<file path="src/rtl/fsm_run_generator_if.sv">
// ============================================================================
// Module      : fsm_run_generator_if
// Description : Request/stream bundle between a run requester and the
//               fsm_run_generator.
//               Request side : req_valid, req_bit, req_len -> req_ready
//               Stream side  : w, w_valid, w_last, busy, z_exp
//               The master modport is the requester/observer and the slave
//               modport is the generator.
// Revision    : 1.0 - initial release
// ============================================================================
`default_nettype none

interface fsm_run_generator_if #(
  parameter int LEN_W = 8
);
  logic             req_valid;
  logic             req_bit;
  logic [LEN_W-1:0] req_len;
  logic             req_ready;
  logic             w;
  logic             w_valid;
  logic             w_last;
  logic             busy;
  logic             z_exp;

  modport master (
    output req_valid, req_bit, req_len,
    input  req_ready, w, w_valid, w_last, busy, z_exp
  );

  modport slave (
    input  req_valid, req_bit, req_len,
    output req_ready, w, w_valid, w_last, busy, z_exp
  );
endinterface

`default_nettype wire

</file>
<file path="src/rtl/fsm_run_generator.sv">
// ============================================================================
// Module      : fsm_run_generator
// Description : Turns run requests {bit, length} into a one-bit-per-clock
//               serial stream w for a serial run detector, and carries a
//               cycle-exact predictor (z_exp) of that detector's z output,
//               which asserts once RUN_TH identical consecutive bits have
//               been sampled.
// Ports       : clk    - clock, all state on rising edge
//               reset  - asynchronous, active-low
//               bus    - fsm_run_generator_if.slave (request + stream)
//               z_in   - detector z            (RUNGEN_CHECK_EN only)
//               err    - sticky mismatch flag  (RUNGEN_CHECK_EN only)
// Options     : define RUNGEN_CHECK_EN to add z_in/err and the on-line
//               comparison of the detector against the predictor.
// Revision    : 1.0 - initial release
// ============================================================================
`default_nettype none

module fsm_run_generator #(
  parameter int LEN_W  = 8,
  parameter int RUN_TH = 4
) (
  input  logic                     clk,
  input  logic                     reset,
  fsm_run_generator_if.slave       bus
`ifdef RUNGEN_CHECK_EN
  ,
  input  logic                     z_in,
  output logic                     err
`endif
);

  localparam logic [3:0]       C_RUN_TH = 4'(RUN_TH);
  localparam logic [LEN_W-1:0] C_ONE    = LEN_W'(1);
  localparam logic [LEN_W-1:0] C_ZERO   = '0;

  typedef enum logic [0:0] {
    IDLE = 1'b0,
    SEND = 1'b1
  } state_t;

  state_t           r_state;
  state_t           w_state_nxt;
  logic [LEN_W-1:0] r_rem;
  logic [LEN_W-1:0] w_rem_nxt;
  logic             r_bit;
  logic             w_bit_nxt;
  logic             w_ready;
  logic             w_accept;
  logic             w_on_last;

  logic [3:0]       r_run_cnt;
  logic [3:0]       w_run_cnt_nxt;
  logic             r_last_bit;
  logic             r_z_exp;

  // --------------------------------------------------------------------------
  // Run sequencer
  // --------------------------------------------------------------------------
  // A new request may be taken while the final bit of the current run is on
  // w, which is what makes back-to-back runs gap-free.
  assign w_on_last = (r_state == SEND) && (r_rem == C_ONE);
  assign w_ready   = (r_state == IDLE) || w_on_last;
  assign w_accept  = bus.req_valid && w_ready;

  always_ff @(posedge clk or negedge reset) begin
    if (!reset) begin
      r_state <= IDLE;
      r_rem   <= C_ZERO;
      r_bit   <= 1'b0;
    end else begin
      r_state <= w_state_nxt;
      r_rem   <= w_rem_nxt;
      r_bit   <= w_bit_nxt;
    end
  end

  always_comb begin
    w_state_nxt = r_state;
    w_rem_nxt   = r_rem;
    w_bit_nxt   = r_bit;
    case (r_state)
      IDLE: begin
        // A zero-length request completes its handshake and is dropped.
        if (w_accept && (bus.req_len != C_ZERO)) begin
          w_state_nxt = SEND;
          w_rem_nxt   = bus.req_len;
          w_bit_nxt   = bus.req_bit;
        end
      end
      SEND: begin
        if (r_rem == C_ONE) begin
          if (w_accept && (bus.req_len != C_ZERO)) begin
            w_rem_nxt = bus.req_len;
            w_bit_nxt = bus.req_bit;
          end else begin
            // w keeps its last value while idle; the detector still sees it.
            w_state_nxt = IDLE;
            w_rem_nxt   = C_ZERO;
          end
        end else begin
          w_rem_nxt = r_rem - C_ONE;
        end
      end
      default: begin
        w_state_nxt = IDLE;
        w_rem_nxt   = C_ZERO;
      end
    endcase
  end

  // --------------------------------------------------------------------------
  // Detector predictor: samples w on every edge, valid or not, because the
  // detector itself never stalls. A count of 0 only exists straight out of
  // reset; every later polarity change restarts the count at 1.
  // --------------------------------------------------------------------------
  always_comb begin
    w_run_cnt_nxt = 4'd1;
    if ((r_run_cnt != 4'd0) && (r_bit == r_last_bit)) begin
      if (r_run_cnt == C_RUN_TH) begin
        w_run_cnt_nxt = r_run_cnt;
      end else begin
        w_run_cnt_nxt = r_run_cnt + 4'd1;
      end
    end
  end

  // z_exp is registered from the next count so it equals (run_cnt == RUN_TH)
  // while being a plain flop output.
  always_ff @(posedge clk or negedge reset) begin
    if (!reset) begin
      r_run_cnt  <= 4'd0;
      r_last_bit <= 1'b0;
      r_z_exp    <= 1'b0;
    end else begin
      r_run_cnt  <= w_run_cnt_nxt;
      r_last_bit <= r_bit;
      r_z_exp    <= (w_run_cnt_nxt == C_RUN_TH);
    end
  end

  // --------------------------------------------------------------------------
  // Outputs
  // --------------------------------------------------------------------------
  assign bus.req_ready = w_ready;
  assign bus.w         = r_bit;
  assign bus.w_valid   = (r_state == SEND);
  assign bus.w_last    = w_on_last;
  assign bus.busy      = (r_state == SEND);
  assign bus.z_exp     = r_z_exp;

`ifdef RUNGEN_CHECK_EN
  // --------------------------------------------------------------------------
  // On-line comparison against the real detector. The detector shares our
  // reset, so both sides are in lock-step from the first edge after release.
  // --------------------------------------------------------------------------
  logic r_err;

  always_ff @(posedge clk or negedge reset) begin
    if (!reset) begin
      r_err <= 1'b0;
    end else if (z_in != r_z_exp) begin
      r_err <= 1'b1;
    end
  end

  assign err = r_err;
`endif

endmodule

`default_nettype wire

</file>
<file path="src/flat_wrapper.sv">
// flat-port wrapper written by rule: the top's interface ports become plain ports
module fsm_run_generator_flat 
#(
  parameter int LEN_W  = 8,
  parameter int RUN_TH = 4
)
  (clk, reset, bus_req_valid, bus_req_bit, bus_req_len, bus_req_ready, bus_w, bus_w_valid, bus_w_last, bus_busy, bus_z_exp);
  fsm_run_generator_if #(.LEN_W(LEN_W)) bus_i ();
  input  logic clk;
  input  logic reset;
  input wire logic [$bits(bus_i.req_valid)-1:0] bus_req_valid;
  input wire logic [$bits(bus_i.req_bit)-1:0] bus_req_bit;
  input wire logic [$bits(bus_i.req_len)-1:0] bus_req_len;
  output wire logic [$bits(bus_i.req_ready)-1:0] bus_req_ready;
  output wire logic [$bits(bus_i.w)-1:0] bus_w;
  output wire logic [$bits(bus_i.w_valid)-1:0] bus_w_valid;
  output wire logic [$bits(bus_i.w_last)-1:0] bus_w_last;
  output wire logic [$bits(bus_i.busy)-1:0] bus_busy;
  output wire logic [$bits(bus_i.z_exp)-1:0] bus_z_exp;
  assign bus_i.req_valid = bus_req_valid;
  assign bus_i.req_bit = bus_req_bit;
  assign bus_i.req_len = bus_req_len;
  assign bus_req_ready = bus_i.req_ready;
  assign bus_w = bus_i.w;
  assign bus_w_valid = bus_i.w_valid;
  assign bus_w_last = bus_i.w_last;
  assign bus_busy = bus_i.busy;
  assign bus_z_exp = bus_i.z_exp;
  fsm_run_generator #(.LEN_W(LEN_W), .RUN_TH(RUN_TH)) u_core (.clk(clk), .reset(reset), .bus(bus_i));
endmodule
</file>
<file path="config.mk">
export PLATFORM = sky130hd
export DESIGN_NAME = fsm_run_generator_flat
export DESIGN_NICKNAME = d
export VERILOG_FILES = /design/src/rtl/fsm_run_generator_if.sv /design/src/rtl/fsm_run_generator.sv /design/src/flat_wrapper.sv
export SDC_FILE = /design/constraint.sdc
export NUM_CORES = 1
export LEC_CHECK = 0
export BUFFER_PORTS_ARGS = -buffer_cell sky130_fd_sc_hd__buf_2
export CORE_UTILIZATION = 30
export DETAILED_ROUTE_END_ITERATION = 8
export RECOVER_POWER = 25
export SYNTH_ARGS = -nofsm -noshare
export SYNTH_HDL_FRONTEND = slang
export SYNTH_SLANG_ARGS = --single-unit
</file>
<file path="constraint.sdc">
create_clock -name clk -period 4.1 [get_ports clk]
set_input_delay 0.615 -clock clk [delete_from_list [all_inputs] [get_ports clk]]
set_output_delay 0.615 -clock clk [all_outputs]
set_load 0.01 [all_outputs]
</file>
* Word level (Yosys, flattened, before mapping)
Cells that the tools add are included.
Word-level totals: input bits 12, output and inout bits 6, logic and storage cells 34, register bits after elaboration 16
Operators by class: mux-type cells 12, $add $sub $neg 2, reduce and logical (&&, ||, !) cells 7, bitwise gates (word level) 1, equality and inequality tests 6
Operators by type and width (number):
- 8-bit two-way mux | 3
- 8-bit one-hot mux with 2 select lines | 1
- 4-bit by 3-bit equality test with 1-bit output (second input constant) | 2
- 8-bit by 1-bit equality test with 1-bit output (second input constant) | 1
- 4-bit two-way mux | 2
- 8-bit nonzero test | 1
- 8-bit by 1-bit subtractor with 8-bit output (second input constant) | 1
- 4-bit by 1-bit adder with 4-bit output (second input constant) | 1
- 1-bit logical AND | 4
- 1-bit two-way mux | 4
- 2-bit inequality test (second input constant) | 2
- 1-bit one-hot mux with 2 select lines | 2
- 4-bit nonzero test | 1
- 1-bit equality test | 1
- 1-bit logical OR | 1
- 1-bit NOT | 1

* Longest topological paths before layout
word-level depth 8, gate-level depth with buffers 7, depth with buffers taken out 6

* Worst setup path after synthesis
OpenSTA, ideal clock, no wires.
path type reg2out, start point register u_core.r_rem[1], end point output port bus_req_ready, slack 2111 ps, stages on the path, launching flop included 6, data arrival time 1374 ps, cell sequence dfrtp_1 -> inv_1 -> ha_1 -> nor4b_2 -> a21o_2 -> buf_2
On the way: cells in the longest elaborated chain, start to end 3
RTL lines:
- start, declared | RTL line fsm_run_generator.sv:44 | logic [LEN_W-1:0] r_rem;
- start signal, assigned | RTL line fsm_run_generator.sv:73 | r_rem <= w_rem_nxt;
- 8-bit by 1-bit equality test with 1-bit output | RTL line fsm_run_generator.sv:62 | assign w_on_last = (r_state == SEND) && (r_rem == C_ONE);
- 1-bit logical AND | RTL line fsm_run_generator.sv:62
- 1-bit logical OR | RTL line fsm_run_generator.sv:63 | assign w_ready = (r_state == IDLE) || w_on_last;
- end, declared | RTL line flat_wrapper.sv:14 | output wire logic [$bits(bus_i.req_ready)-1:0] bus_req_ready;
Every way passes these cells.

* Worst setup path in the final report
Same ends and word-level chain as after synthesis.

==> flow_metrics.tcl <==
set metrics [dict create \
    cts_root_buf "clkbuf_4" \
    cts_tree "done" \
    p_leak_uw 0.000550 \
    vias 804 \
    async_flop_share 1.00 \
    synthFlopType "dfrtp_1" \
    die_w_um 58.5 \
    vdd_ir_drop_max_uv 92.9 \
    synth_largest_area_cell "dfrtp_1" \
    pwr-share-clk 0.390 \
    antenna_found_initial 0 \
    slew_headroom 0.424 \
    cts.clk_slew.worst_paths_ns 0.11 \
    post-route-min-period_ns 2.58 \
    fin_area_um2 1110 \
    setup_viol 0 \
    worst-endpoint-required_ns 3.48 \
    syn2layout_area_growth_pct 16.2 \
    cts_max_level 1 \
    synth_area_per_cell_um2 9.75 \
    die_h_um 58.5 \
    hold_path.class "primary input to async pin" \
    dpl.hpwl_um 1510 \
    grt_pass1_wl_um 3520 \
    synth_fp_nets 114 \
    cts_sinks 16 \
    ys_seq_area_frac 0.419 \
    post_dp_cell_area_um2 1080 \
    nFillCells 314 \
    max_freq_mhz 388 \
    status "finished, final reports clean" \
    io_pins 18 \
    cts_buffer_depth 2 \
    postCtsHoldBufs 0 \
    dieArea_um2 3420 \
    wl_um 2010 \
    synth_edf_count 0 \
    tightest_slew_ns 0.864 \
    cp-start-kind "flip-flop" \
    antenna_left 0 \
    p_per_area_nw_per_um2 253 \
    sw_frac_of_total 0.228 \
    synthCells 98 \
    power.switching_uw 64.1 \
    synth_top_area_frac 0.419 \
    setup_tns_ns 0 \
    timing_max_transition_violations_final 0 \
    io_buffers 17 \
    rsz0062_at_grt "false" \
    fp.coreArea_um2 3030 \
    synthDistinctLibCells 35 \
    final_core_util 0.367 \
    comb_power_share 0.049 \
    finalCritPeriodShare 0.629 \
    grt_use_total 0.137 \
    netlist_top_cells_area "dfrtp_1 42%, nand3_1 6.3%, ha_1 5.2%" \
    cp-end-kind "primary output" \
    cts_made_buffers 3 \
    internal-power_uw 217 \
    finalClockSkew_ns 0.0105 \
    fp-row-count 20 \
    firstDrtPassIters 4 \
    drt-initial-drc-count 19 \
    wire_per_inst_um 12.7 \
    drc 0 \
    drive_above_1_share 0.252 \
    seqPwrFrac 0.561 \
    ys_warn_count 0 \
    layout.nets 132 \
    crit_type "flip-flop to primary output" \
    drv_cap 0 \
    grt_pass1_vias 761 \
    routed_via_density 5.06 \
    worstPathArrival_ns 1.96 \
    clock_latency_ns 0.30 \
    ctsResizeCount 0 \
    antenna_cells 0 \
    mappedNetlistArea_um2 956 \
    grt_start_max_net_pins 18 \
    ys_ff_latch 16 \
    start_util 0.316 \
    cts_setup_buffers 0 \
    overflow 0 \
    crit_fanout 17 \
    finalHoldViolCount 0 \
    gp_congestion 0.770 \
]
[registers in the layout, summed over array words and instances, names as in the netlist]
signal,count
u_core.r_rem,8
u_core.r_run_cnt,4
u_core.bus.busy,1
u_core.bus.w,1
u_core.bus.z_exp,1
u_core.r_last_bit,1
[power by group through the flow]
stage,Sequential [uW],Combinational (uW),Clock [uW]
finish,158,13.8,109
global route,158,15.9,122
CTS,158,14.3,114
detailed placement,161,14.3,0
global placement,161,13.7,0
floorplan,161,4.09,0
[Yosys cell counts (2+ instances only)]
| library cell | instances |
|---|---|
| nor3_1 | 3 |
| clkbuf_1 | 2 |
| and3_1 | 3 |
| nor2_1 | 7 |
| a21oi_1 | 4 |
| mux2i_1 | 3 |
| a211o_1 | 2 |
| o211ai_1 | 6 |
| nor4_1 | 2 |
| nand3_1 | 12 |
| nand2_1 | 4 |
| dfrtp_1 | 16 |
| inv_1 | 6 |
| o2bb2ai_1 | 2 |
| or4_4 | 2 |
| ha_1 | 4 |
| xor2_1 | 2 |
[worst paths after layout]
kind	startpoint	slack, ns	to	cells past startpoint
setup / recovery	u_core.r_rem[1]	1.52	bus_req_ready	5
hold / removal	reset	0.39	u_core.r_rem[7]	1
setup reg to reg	u_core.r_rem[1]	2.00	u_core.bus.w	6
hold reg to reg	u_core.bus.w	0.45	u_core.r_last_bit	0
max in group asynchronous	reset	3.17	u_core.r_run_cnt[1]	1
min in group clk	u_core.bus.w	0.45	u_core.r_last_bit	0
[placed cells by master (no fill, tap or decap)]
cell type / n
or3b_2: 1
clkbuf_8: 1
o221ai_1: 1
o2bb2ai_1: 2
a21o_2: 1
o21ai_4: 1
ha_1: 4
buf_2: 16
nand4_1: 1
nand3b_1: 1
nand2_1: 4
nor4b_2: 1
o211ai_1: 6
and3_1: 3
clkbuf_4: 3
mux2i_1: 3
nor3b_1: 1
o21ai_0: 1
nand3_1: 12
nand2b_1: 1
or3_1: 1
dfrtp_1: 16
a211o_1: 2
clkbuf_1: 1
nor4b_1: 1
nor4bb_1: 1
nor2_1: 7
a21oi_1: 4
or2_2: 1
mux2_4: 1
inv_1: 6
or4_4: 2
nor2b_2: 1
xor2_1: 2
nor4_1: 2
nor3_1: 3
[layout make-up]
type | count | area [um^2] | area share
clock buffers | 4 | 36.3 | 0.0327
inverters | 6 | 22.5 | 0.0203
multi-input cells | 72 | 513 | 0.462
flip-flops and latches | 16 | 400 | 0.360
well taps | 44 | 55.1 | 0.0495
repair buffers | 17 | 83.8 | 0.0755
[metal layers]
layer	track usage	share of wire
met5	0	0
met4	0.0612	0.017
met3	0.0198	0.035
met2	0.207	0.44
met1	0.194	0.51
[cell families (layout without fill, tap and decap cells)]
family                     count (synthesis)  in the layout  share of synthesized area
AOI/OAI and AO/OA                         18             18                      0.145
xor gates and xnor gates                   2              2                     0.0183
adders and majority gates                  4              4                     0.0524
buffers and inverters                     10             27                     0.0445
DFF                                       16             16                      0.419
muxes                                      4              4                     0.0471
and+or+nand+nor                           44             44                      0.274
[per-stage QoR]
step           worst slack [ns]  std cells  hold slack (ns)  total power [uW]
6_report                   1.52        159            0.390               281
5_1_grt                    1.34        159            0.463               295
4_1_cts                    1.51        159            0.210               286
3_5_place_dp               1.86        155            0.437               175
3_3_place_gp               1.95        155            0.422               174
2_1_floorplan              2.11         98            0.319               165
[worst max-delay path, cell delays in order, from the launching register on]
cell and delay, ns:
dfrtp_1 0.42, inv_1 0.09, ha_1 0.18, nor4b_2 0.41, a21o_2 0.37, buf_2 0.18
No activity file was read; power rests on OpenSTA's default activity.
